File: config.mk
export PLATFORM = sky130hd
export DESIGN_NAME = uart_rx_param
export DESIGN_NICKNAME = d
export VERILOG_FILES = /design/src/rtl/uart_rx_param.sv
export SDC_FILE = /design/constraint.sdc
export NUM_CORES = 1
export LEC_CHECK = 0
export CORE_ASPECT_RATIO = 0.75
export CORE_MARGIN = 4
export CORE_UTILIZATION = 40
export CTS_CLUSTER_DIAMETER = 120
export CTS_CLUSTER_SIZE = 28
export DETAILED_ROUTE_END_ITERATION = 6
export GPL_ROUTABILITY_DRIVEN = 0
export GPL_TIMING_DRIVEN = 0
export PLACE_DENSITY = 0.68
export REMOVE_ABC_BUFFERS = 1
export SLEW_MARGIN = 10
export SYNTH_ARGS = -nofsm -noshare
export SYNTH_HDL_FRONTEND = slang
export SYNTH_SLANG_ARGS = --single-unit
File: constraint.sdc
create_clock -name clk -period 2 [get_ports clk]
set_input_delay 0.3 -clock clk [delete_from_list [all_inputs] [get_ports clk]]
set_output_delay 0.3 -clock clk [all_outputs]
set_load 0.01 [all_outputs]
File: src/rtl/uart_rx_param.sv
// Oversampling UART receiver: 2-flop synchroniser, 3-sample majority vote, optional parity, 1/2 stop bits.
// Latency: valid pulses 1 clk after the tick that decides the last stop bit.
// Backpressure: none; each committed frame overwrites data and flags.
module uart_rx_param #(
    parameter int OVERSAMPLE = 16,
    parameter int DATA_BITS  = 8,
    parameter int PARITY     = 0,
    parameter int STOP_BITS  = 1
) (
    input  logic                 clk,
    input  logic                 rst_n,
    input  logic                 tick,
    input  logic                 rx,
    output logic [DATA_BITS-1:0] data,
    output logic                 valid,
    output logic                 parity_err,
    output logic                 frame_err,
    output logic                 brk
);
    localparam int SW = $clog2(OVERSAMPLE);
    localparam int M  = OVERSAMPLE / 2;
    localparam logic [SW-1:0] SUB_ONE  = SW'(1);
    localparam logic [SW-1:0] SUB_PRE  = SW'(M - 1);
    localparam logic [SW-1:0] SUB_MID  = SW'(M);
    localparam logic [SW-1:0] SUB_DEC  = SW'(M + 1);
    localparam logic [SW-1:0] SUB_LAST = SW'(OVERSAMPLE - 1);

    typedef enum logic [2:0] {S_IDLE, S_START, S_DATA, S_PAR, S_STOP, S_WAIT} state_t;

    state_t                 r_state;
    state_t                 w_state_nxt;
    logic                   r_sync1;
    logic                   r_sync2;
    logic [SW-1:0]          r_sub;
    logic [3:0]             r_bitcnt;
    logic                   r_samp_a;
    logic                   r_samp_b;
    logic [DATA_BITS-1:0]   r_shift;
    logic                   r_pbit;
    logic                   r_ferr_acc;
    logic                   r_commit;
    logic                   w_commit;
    logic                   w_rx_s;
    logic                   w_dec;
    logic                   w_wrap;
    logic                   w_maj;
    logic                   w_par_x;
    logic                   w_perr;
    logic                   w_brk;

    assign w_rx_s  = r_sync2;
    assign w_dec   = tick && (r_sub == SUB_DEC);
    assign w_wrap  = tick && (r_sub == SUB_LAST);
    assign w_maj   = (r_samp_a & r_samp_b) | (r_samp_a & w_rx_s) | (r_samp_b & w_rx_s);
    assign w_par_x = (^r_shift) ^ r_pbit;
    assign w_perr  = (PARITY == 1) ? ~w_par_x : (PARITY == 2) ? w_par_x : 1'b0;
    assign w_brk   = r_ferr_acc && (r_shift == '0) && ((PARITY == 0) || !r_pbit);

    always_comb begin
        w_state_nxt = r_state;
        w_commit    = 1'b0;
        case (r_state)
            S_IDLE:  if (tick && !w_rx_s) w_state_nxt = S_START;
            S_START: begin
                if (w_dec && w_maj)   w_state_nxt = S_IDLE;
                else if (w_wrap)      w_state_nxt = S_DATA;
            end
            S_DATA: begin
                if (w_wrap && r_bitcnt == 4'(DATA_BITS))
                    w_state_nxt = (PARITY != 0) ? S_PAR : S_STOP;
            end
            S_PAR:   if (w_wrap) w_state_nxt = S_STOP;
            S_STOP: begin
                // Leave mid-stop-bit on a clean frame so a start bit half a bit later is caught.
                if (w_dec && r_bitcnt == 4'(STOP_BITS - 1)) begin
                    w_commit    = 1'b1;
                    w_state_nxt = (r_ferr_acc || !w_maj) ? S_WAIT : S_IDLE;
                end
            end
            S_WAIT:  if (tick && w_rx_s) w_state_nxt = S_IDLE;
            default: w_state_nxt = S_IDLE;
        endcase
    end

    always_ff @(posedge clk or negedge rst_n) begin
        if (!rst_n) begin
            r_sync1 <= 1'b1;
            r_sync2 <= 1'b1;
            r_state <= S_IDLE;
            r_sub   <= '0;
            r_bitcnt   <= '0;
            r_samp_a   <= 1'b1;
            r_samp_b   <= 1'b1;
            r_shift    <= '0;
            r_pbit     <= 1'b0;
            r_ferr_acc <= 1'b0;
            r_commit   <= 1'b0;
        end else begin
            r_sync1  <= rx;
            r_sync2  <= r_sync1;
            r_commit <= w_commit;
            if (tick) begin
                r_state <= w_state_nxt;
                // The start-detect tick is bit position 0, so the counter resumes at 1.
                if (r_state == S_IDLE)       r_sub <= SUB_ONE;
                else if (r_sub == SUB_LAST)  r_sub <= '0;
                else                         r_sub <= r_sub + SUB_ONE;
                if (w_state_nxt != r_state)
                    r_bitcnt <= '0;
                else if (w_dec && (r_state == S_DATA || r_state == S_STOP))
                    r_bitcnt <= r_bitcnt + 4'd1;
                if (r_sub == SUB_PRE) r_samp_a <= w_rx_s;
                if (r_sub == SUB_MID) r_samp_b <= w_rx_s;
                if (w_dec && r_state == S_DATA) r_shift <= {w_maj, r_shift[DATA_BITS-1:1]};
                if (w_dec && r_state == S_PAR)  r_pbit  <= w_maj;
                if (r_state == S_IDLE)
                    r_ferr_acc <= 1'b0;
                else if (w_dec && r_state == S_STOP && !w_maj)
                    r_ferr_acc <= 1'b1;
            end
        end
    end

    always_ff @(posedge clk or negedge rst_n) begin
        if (!rst_n) begin
            data       <= '0;
            valid      <= 1'b0;
            parity_err <= 1'b0;
            frame_err  <= 1'b0;
            brk        <= 1'b0;
        end else begin
            valid <= r_commit;
            if (r_commit) begin
                data       <= r_shift;
                parity_err <= w_perr;
                frame_err  <= r_ferr_acc;
                brk        <= w_brk;
            end
        end
    end
endmodule

## After elaboration in Yosys (flattened, before gate mapping)

Index checks and enable logic that the tools add are counted.

- Logic and storage cells: 75
- Bits in read-only memories: 0
- Bits in registers: 36
- Memories kept: 0
- Latch bits: 0
- RAM bits: 0
- Output and inout bits: 12
- Input bits: 4

- Shift operators: 0
- Reductions and logical operators: 26
- Magnitude comparators: 0
- Equal/unequal tests: 11
- Multiply operators: 0
- Bitwise operators: 5
- Divide/modulo/power cells: 0
- Multiplexer cells: 17
- Add/subtract/negate cells: 2

Operators by type and width:

| cell | count |
|---|---|
| two-way mux 3 bit | 8 |
| case mux 3 bit (6 select lines) | 1 |
| equality test 4 bit, second input constant | 4 |
| two-way mux 4 bit | 4 |
| logical AND 1 bit | 12 |
| AND reduction 2 bit | 5 |
| adder 4 x 1 -> 4 bit, second input constant | 2 |
| zero test 8 bit | 1 |
| equality test 3 x 2 -> 1 bit, second input constant | 2 |
| equality test 3 bit, second input constant | 2 |
| equality test 4 x 3 -> 1 bit, second input constant | 1 |
| zero test 4 bit | 1 |
| two-way mux 1 bit | 4 |
| nonzero test 2 bit | 2 |
| AND 1 bit | 3 |
| equality test 3 x 1 -> 1 bit, second input constant | 1 |
| zero test 3 bit | 1 |
| != test 3 bit | 1 |
| zero test 1 bit | 2 |
| logical OR 1 bit | 2 |
| OR 1 bit | 2 |

## Depth between registers and ports, before layout

Gate-level depths: netlist (run 1).

- Depth in word-level cells: 11
- Depth in mapped cells: 7
- Mapped depth without buffers: 7

## Worst setup path after synthesis (run 1)

Ideal clock, no wire load.

- Kind: register to register
- From: reg r_sub[0]
- To: reg r_bitcnt[2]
- Path slack: 0.321 ns
- Cell stages (with the launch flop): 7
- Required time: 1.918 ns
- Setup time: 0.082 ns
- Clock period less this slack: 1.679 ns
- Arrival: 1.597 ns
- Path through: dfrtp_1 -> ha_1 -> and4_2 -> a311o_1 -> o211ai_2 -> a41oi_1 -> o22ai_1

- Longest elaborated chain between the ends: 8
- Elaborated cells between the ends (all ways): 18

RTL lines:

| element | RTL line | source |
|---|---|---|
| start: declaration | 34 | `logic [SW-1:0] r_sub;` |
| start signal: assignment | 107 | `else r_sub <= r_sub + SUB_ONE;` |
| equality test 4 bit (on tied branches) | 53, 52 |  |
| logical AND 1 bit (on tied branches) | 53, 52 |  |
| two-way mux 3 bit (tied with other cells) | 66 | `else if (w_wrap) w_state_nxt = S_DATA;` |
| two-way mux 3 bit (on tied branches) | 65, 69, 75 |  |
| case mux 3 bit (6 select lines) | 62 | `case (r_state)` |
| != test 3 bit | 108 | `if (w_state_nxt != r_state)` |
| nonzero test 2 bit (no line) | n/a |  |
| AND reduction 2 bit (no line) | n/a |  |
| end signal: assignment | 111 | `r_bitcnt <= r_bitcnt + 4'd1;` |
| end: declaration | 35 | `logic [3:0] r_bitcnt;` |

Several ways; a longest one is shown, not always the timed one.
A chain may end at the register's enable or synchronous reset.

## Final worst setup path (run 1)

Ends and elaborated chain as after synthesis.

==> results of run 1 <==
sequential cells by signal, summed over array words and instances (netlist names), 3 cells and up:
name and flops:
data 8, r_shift 8, r_sub 4, r_state 3, r_bitcnt 4
synthesized netlist by cell type, types with 3 or more instances:
cell type   n
a21oi_1     8
dfrtp_1    32
dfstp_2     4
ha_1        5
inv_1      12
mux2_2     20
nand2_1     6
nand3_1     3
nand4_1     7
nor2_1      3
nor3_1      4
o21ai_0     6
o22ai_1     5
layout make-up:
cell class / instances / area [sq um] / area share
Sequential cell: 36 / 906 / 0.426
Multi-Input combinational cell: 102 / 868 / 0.408
Timing Repair Buffer: 16 / 149 / 0.0700
Tap cell: 57 / 71.3 / 0.0335
Clock buffer: 5 / 68.8 / 0.0324
Inverter: 12 / 45.0 / 0.0212
Clock inverter: 3 / 18.8 / 0.00882
per-layer routing:
layer / track usage / part of all wire
met2: 0.203 / 0.47
met4: 0.0759 / 0.024
met3: 0.0293 / 0.035
met1: 0.181 / 0.47
met5: 0 / 0
path summary, 6_finish.rpt:
check | end | start
min | r_state[0] | rst_n
max in group asynchronous | r_commit | rst_n
max reg2reg | r_bitcnt[2] | r_sub[0]
min reg2reg | r_sync2 | r_sync1
max | r_bitcnt[2] | r_sub[0]
min in group clk | r_sync2 | r_sync1
report_power, final:
| part | internal (uW) | total (uW) | leakage (uW) | switching (uW) |
|---|---|---|---|---|
| clock network | 243 | 515 | 0.0000479 | 273 |
| logic | 295 | 645 | 0.000440 | 350 |
| registers | 834 | 995 | 0.000477 | 161 |
| total | 1370 | 2160 | 0.000966 | 784 |
kinds of logic (layout without fill, tap and decap cells):
logic type               after synthesis  count (layout)  share of synthesized area
buffers and inverters                 18              36                     0.0548
XOR/XNOR                               1               1                    0.00468
adder cells (fa/ha/maj)                6               6                     0.0408
other                                  1               1                    0.00200
flip-flops                            36              36                      0.484
AO/OA/AOI/OAI                         33              33                      0.132
AND/OR/NAND/NOR                       41              41                      0.161
multiplexers                          20              20                      0.120
metrics by stage:
stage	instance area (sq um)	TNS, ps	total power [uW]	hold WS, ps	cells
global placement	2030	-8690	1580	346	221
floorplan	1810	0	1460	4.41	150
finish	2130	0	2160	105	231
detailed placement	2020	-4030	1630	349	221
global route	2130	0	2280	177	231
CTS	2110	0	2150	119	229
repair_timing:
item	4_1_cts	5_1_grt
setup endpoints to repair	4	4
gates resized for setup	1	1
buffers inserted	0	2
pin swaps	0	2
==> results_dict.tcl, run 1 <==
set metrics [dict create \
    via_count 1315 \
    start_util 0.417 \
    slew_viol_final 0 \
    slowest_stage "dfrtp_1" \
    drive_gt1_frac 0.305 \
    grt_pass1_wl_um 5950 \
    layout_setup_ws_ps 118 \
    rr_worst_depth 6 \
    nNetsFinal 182 \
    finalSetupViolCount 0 \
    core-area_sq_mm 0.00449 \
    crit_cells 6 \
    ant_nets 0 \
    clk_latency_ps 290 \
    final_hold_viol_count 0 \
    dp_slack_ps -362 \
    async_reset_ff_frac 1.00 \
    reg2reg_slack_ps 120 \
    antenna_cells 0 \
    final_cell_mix "dfrtp_1, mux2_2, inv_1, clkdlybuf4s50_1, a21oi_1" \
    nFillCells 387 \
    synth_enable_flop_cells 0 \
    outcome "finished clean" \
    wirelength_um 3590 \
    vias_per_cell 5.69 \
    ys_warn_count 0 \
    cp_num_buf_inv 0 \
    hold_path_class "in2async" \
    grt_usage 0.135 \
    die-height_um 67.2 \
    clock_tree.buffer_depth 2 \
    peakVddDrop_v 0.000493 \
    io_buffers 14 \
    rsz0062_at_grt "false" \
    num_io_pins 16 \
    critPathArrivalTime_ps 2090 \
    ys_types 47 \
    antenna_found_initial 0 \
    critPathLaunchType "register" \
    cp-end-kind "register" \
    clock.fmax_mhz 531 \
    synth_ff_type "dfrtp_1" \
    ctsHoldBuffers 0 \
    fp.dieArea_sq_mm 0.00585 \
    power_density_mw_per_mm2 1010 \
    finalCritPeriodShare 0.941 \
    crit_fanout 6 \
    die_x_um 87.0 \
    worstMarginPinSlew_ps 820 \
    ctsHtreeMaxLevel 2 \
    synth.avg_cell_area_sq_um 12.0 \
    overflow 0 \
    synth_top_area_frac 0.428 \
    skew_ps 5.21 \
    yosysSeqAreaShare 0.484 \
    drc 0 \
    synth.ff_latch_count 36 \
    avgRoutedWirePerCell_um 15.5 \
    synth_top_area_cell "dfrtp_1" \
    cts_root_buf "clkbuf_8" \
    path_cells "ha_1 > and4_2 > a311o_1 > o211ai_2 > a41oi_1 > o22ai_1" \
    slew_headroom 0.454 \
    dp.final_hpwl_um 2500 \
    min_period_ps 1880 \
    slowest_delay_ps 420 \
    fin_util 0.473 \
    syn_inst 156 \
    grt_max_degree 37 \
    crit_type "reg2reg" \
    cp_top_family "compound AO/OA/AOI/OAI gates" \
    syn_to_final_growth_pct 13.6 \
    p_leak_uw 0.000966 \
    cts_tree "done" \
    required_ps 2210 \
    mostFrequentLayoutCell "dfrtp_1" \
    syn_area_sq_mm 0.00187 \
    grt_pass1_vias 1219 \
    num_rows 21 \
    cts.sinks 36 \
    path_clk_slew_ps 70 \
    firstDrtPassIters 4 \
    synthTopCellsByArea "dfrtp_1, mux2_2, dfstp_2, ha_1, inv_1" \
    drt-initial-drc-count 88 \
    cts_buffers 5 \
    maxCapViolCount 0 \
]
Note: power is estimated with default switching activity, not from simulation.
==> run 2, diff against run 1 <==
Settings changed: SKIP_LAST_GASP from default to 1.
==> results of run 2 <==
Final layout, timing and power as in run 1 (identical DEF).
==> run 3, diff against run 2 <==
Settings changed: ABC_CLOCK_PERIOD_IN_PS from default to 2000, CORE_UTILIZATION 40 to 35, PLACE_DENSITY 0.68 to 0.62.
==> results_dict.tcl, run 3 (synthesis gave the netlist of run 1 again) <==
set metrics [dict create \
    grt_pass1_wl_um 6010 \
    place_area_sq_mm 0.00204 \
    path_clk_slew_ps 70 \
    avgRoutedWirePerCell_um 14.4 \
    vias_per_cell 5.06 \
    cts_root_buf "clkbuf_8" \
    crit_path_end "r_bitcnt[3]" \
    swShare 0.332 \
    maxCapViolCount 0 \
    critPathArrivalTime_ps 2040 \
    cp-end-kind "register" \
    via_count 1266 \
    firstDrtPassIters 4 \
    die-height_um 71.3 \
    slew_viol_final 0 \
    power_frac_comb 0.281 \
    min_period_ps 1890 \
    slew_headroom 0.472 \
    final_hold_viol_count 0 \
    layout_setup_ws_ps 113 \
    fp.dieArea_sq_mm 0.00659 \
    drt-initial-drc-count 98 \
    mostFrequentLayoutCell "dfrtp_1" \
    dp_slack_ps -401 \
    overflow 0 \
    setup_tns_ps 0 \
    ctsHtreeMaxLevel 2 \
    crit_fanout 4 \
    cts_tree "done" \
    slowest_stage "dfrtp_1" \
    grt_usage 0.115 \
    die_x_um 92.4 \
    top_regs "data (8), r_shift (8)" \
    antenna_found_initial 0 \
    num_rows 22 \
    seqPwrFrac 0.443 \
    antenna_cells 0 \
    nFillCells 471 \
    core-area_sq_mm 0.00504 \
    finalInstanceArea_sq_mm 0.00220 \
    wirelength_um 3610 \
    drive_gt1_frac 0.315 \
    cts_buffers 5 \
    clockPowerShare 0.275 \
    hold_path_class "in2async" \
    syn_to_final_growth_pct 17.3 \
    finalSetupViolCount 0 \
    grt_max_degree 37 \
    fin_util 0.436 \
    start_util 0.372 \
    worstMarginPinSlew_ps 792 \
    power_density_mw_per_mm2 1020 \
    rr_worst_depth 7 \
    crit_start "r_sub[1]" \
    path_cells "inv_1 > ha_1 > nand3b_4 > a211oi_4 > nand4_1 > a41oi_1 > o22ai_1" \
    clock_tree.buffer_depth 2 \
    slowest_delay_ps 400 \
    clk_latency_ps 280 \
    critPathLaunchType "register" \
    cts.sinks 36 \
    p_int_uw 1500 \
    skew_ps 2.94 \
    reg2reg_slack_ps 110 \
    dp.final_hpwl_um 2580 \
    p_leak_uw 0.000995 \
    clock.fmax_mhz 530 \
    peakVddDrop_v 0.000493 \
    drc 0 \
    r2r_end "r_bitcnt[3]" \
    grt_pass1_vias 1303 \
    crit_type "reg2reg" \
    nNetsFinal 186 \
    ant_nets 0 \
    final_cell_mix "dfrtp_1, mux2_2, inv_1, clkdlybuf4s50_1, a21oi_1" \
    switchingPower_uw 745 \
    finalCritPeriodShare 0.943 \
    outcome "finished clean" \
    timing.rr.start "r_sub[1]" \
    num_io_pins 16 \
    required_ps 2160 \
    io_buffers 14 \
]
[run 3: cell types whose count changed in the layout (fill, tap and decap cells not counted), sizes merged]
cell,previous run,this run
clkbuf,5,6
clkinv,3,1
buf,3,7
bufinv,0,1
[run 3: power groups by stage]
stage	Clock, uW	Sequential [uW]	Combinational, uW
global route	668	1020	697
CTS	639	991	625
global placement	0	991	594
detailed placement	0	1000	624
floorplan	0	964	494
finish	617	994	631
[run 3: stage by stage]
step	hold WS, ps	instances	total power [uW]
after floorplan	4.41	150	1460
after global placement	347	236	1580
after global routing	176	250	2380
after CTS	141	244	2260
after detailed placement	347	236	1630
final	101	250	2240
[run 3: how the worst min path moves through the flow]
stage	end	from	slack, ps	depth (start not counted)
final	r_bitcnt[0]	rst_n	100	1
after global routing	brk	rst_n	180	1
after CTS	r_shift[5]	rst_n	140	1
after detailed placement	r_sync2	r_sync1	350	0
after global placement	r_sync2	r_sync1	350	0
after floorplan	brk	rst_n	4	0
[run 3: critical path: cells and delay by family, from the launching register on]
| family | cells | cell delay, ps |
|---|---|---|
| compound gates | 3 | 700 |
| flops | 1 | 400 |
| simple gates | 2 | 340 |
| fa+ha+maj | 1 | 210 |
| buf+inv | 1 | 110 |
[run 3: layout make-up]
class / count / area (sq um) / area share
clock buffer: 6 / 72.6 / 0.0330
clock inverter: 2 / 35.0 / 0.0160
inverter: 12 / 45.0 / 0.0205
multi-input combinational: 102 / 868 / 0.395
sequential: 36 / 906 / 0.413
tap: 72 / 90.1 / 0.0410
timing repair buffer: 20 / 179 / 0.0815
[run 3: metal layers]
metal	GRT usage	vias to the layer above	wire [um]
met3	0.0273	4	100
li1	-	608	-
met4	0.0560	0	52
met5	0	-	0
met2	0.187	18	1780
met1	0.145	636	1680
[run 3: what timing repair did]
| item | CTS | global route |
|---|---|---|
| pin swaps | 0 | 2 |
| hold buffers | 0 | 0 |
| setup buffers | 0 | 6 |
| endpoints found under the setup margin | 12 | 4 |
| gates resized for setup | 1 | 1 |
==> RTL change: new RTL, flow settings as in run 2 <==
Register the output `frame_err` once more; this adds one clock of latency there. The other outputs are not delayed to match.
--- a/src/rtl/uart_rx_param.sv
+++ b/src/rtl/uart_rx_param.sv
@@ -28,2 +28,4 @@
     typedef enum logic [2:0] {S_IDLE, S_START, S_DATA, S_PAR, S_STOP, S_WAIT} state_t;
+
+    logic frame_err_s0;
 
@@ -128,3 +130,3 @@
             parity_err <= 1'b0;
-            frame_err  <= 1'b0;
+            frame_err_s0 <= 1'b0;
             brk        <= 1'b0;
@@ -135,3 +137,3 @@
                 parity_err <= w_perr;
-                frame_err  <= r_ferr_acc;
+                frame_err_s0 <= r_ferr_acc;
                 brk        <= w_brk;
@@ -140,2 +142,6 @@
     end
+    always_ff @(posedge clk) begin
+        frame_err <= frame_err_s0;
+    end
+
 endmodule
Formal check against the unedited RTL: no difference found for any inputs over 10 cycles, from zero or initial values and one cycle with rst_n low; that may be too few to reach the edited logic, so the function may still have changed.
==> RTL change against run 2 <==
Cell area is 3.4% higher. Via count is 3.7% lower. Routed wire length is 6.1% higher. Worst setup slack worse by 0.029 ns. Maximum frequency is 1.5% lower. Critical path depth is 1 higher. Power is 9.4% higher. Sequential cell count is 1 higher. Non-clock buffer count is 1 lower. Clock power is 31% higher. Area after synthesis is 1.1% higher. Global-route usage is 0.25 points higher. Count of clock-buffer cells in the layout is 1 higher. Critical endpoint is now r_bitcnt[3]$_DFFE_PN0P_. Largest cell class unchanged. Highest routed layer unchanged.
==> RTL change: results (changes against run 2) <==
status finished clean; R2R depth 7 (+1); Reg2Reg Launch Point r_bitcnt[0]$_DFFE_PN0P_; synth warn 0 (unchanged); Syn Inst Count 157 (+0.64%); Unique masters post-synth 48 (+2.1%); slowest stage delay, CP 0.40 ns (-0.02 ns); DP Wirelength 2574 um (+2.8%); Worst Hold Class in2async; fin worst setup slack 0.08951 ns (-0.02850 ns); ys async rst share 97.30% (-2.7 points); compound-gate portion of the synthesized area 13.10% (-0.14 points); XOR/XNOR share of the synthesized area 0.4630% (-0.0050 points); number of global-route vias before repair 1,310 (+7.5%); end of the worst register-to-register path r_bitcnt[3]$_DFFE_PN0P_; Cell Pwr Density 1072 mW/mm^2 (+5.8%); first-pass GRT wire length 6265 um (+5.2%); number of diodes 0 (unchanged); dpl ws -0.3614 ns (+0.0005120 ns); grt met1 use 18.33% (+0.27 points); Leakage Power 0.9857 nW (+2.1%); WL final 3809 um (+6.1%); DP Cell Count 222 (+0.45%); Slowest-stage cell, CP dfrtp_1; synth top area cells dfrtp_1 (42%), mux2_2 (12%), dfstp_2 (5.6%); met2 usage 20.68% (+0.41 points); DR iter-0 viols 98 (+11%); initial antenna violation count 0 (unchanged); Hold Worst Slack 0.09176 ns (-0.01320 ns); number of vias per cell 5.485 (-3.7%); post-cts gate resize count 2 (+1); Layout Nets 182 (unchanged); Seq/Total Area, Yosys 48.94% (+0.55 points); met3 wire length 160 um (+26%); M1 WL 1733 um (+2.9%); Post-Synth Adder-Cell Area 4.034% (-0.043 points); met3 usage 4.024% (+1.1 points); post-synthesis mux area share 11.90% (-0.13 points); Max IR drop VDD 0.0006167 V (+25%); Worst Clk Skew 0.007286 ns (+0.002075 ns); placed inst area 0.002041 sq mm (+0.99%); ratio of cells with drive above 1 in the final layout 31.03% (+0.57 points); Max-slew headroom 46.58% (+1.2 points); met2 wire length 1825 um (+7.9%); gr usage total 13.74% (+0.25 points); CP delay by family, top simple AND/OR/NAND/NOR gates
RTL change: final cells by class:
type                            count  area, sq um
Clock inverter                      2        37.54
Fill cell                         401         2320
Tap cell                           57        71.32
Sequential cell                    37        925.9
Multi-Input combinational cell    102        895.9
Clock buffer                        6        82.58
Timing Repair Buffer               15        141.4
Inverter                           12        45.04
RTL change: power by group:
| part | internal [mW] | leakage [nW] | switching, mW |
|---|---|---|---|
| Combinational | 0.304 | 0.443 | 0.361 |
| Clock | 0.405 | 0.0574 | 0.268 |
| Sequential | 0.856 | 0.486 | 0.163 |
| Total | 1.57 | 0.986 | 0.792 |
RTL change: worst max path at each step:
stage / depth (start not counted) / to
after global routing: 7 / r_bitcnt[3]$_DFFE_PN0P_
after floorplan: 6 / r_bitcnt[2]$_DFFE_PN0P_
after CTS: 7 / r_bitcnt[2]$_DFFE_PN0P_
final: 7 / r_bitcnt[3]$_DFFE_PN0P_
after detailed placement: 6 / r_bitcnt[2]$_DFFE_PN0P_
after global placement: 6 / r_bitcnt[3]$_DFFE_PN0P_
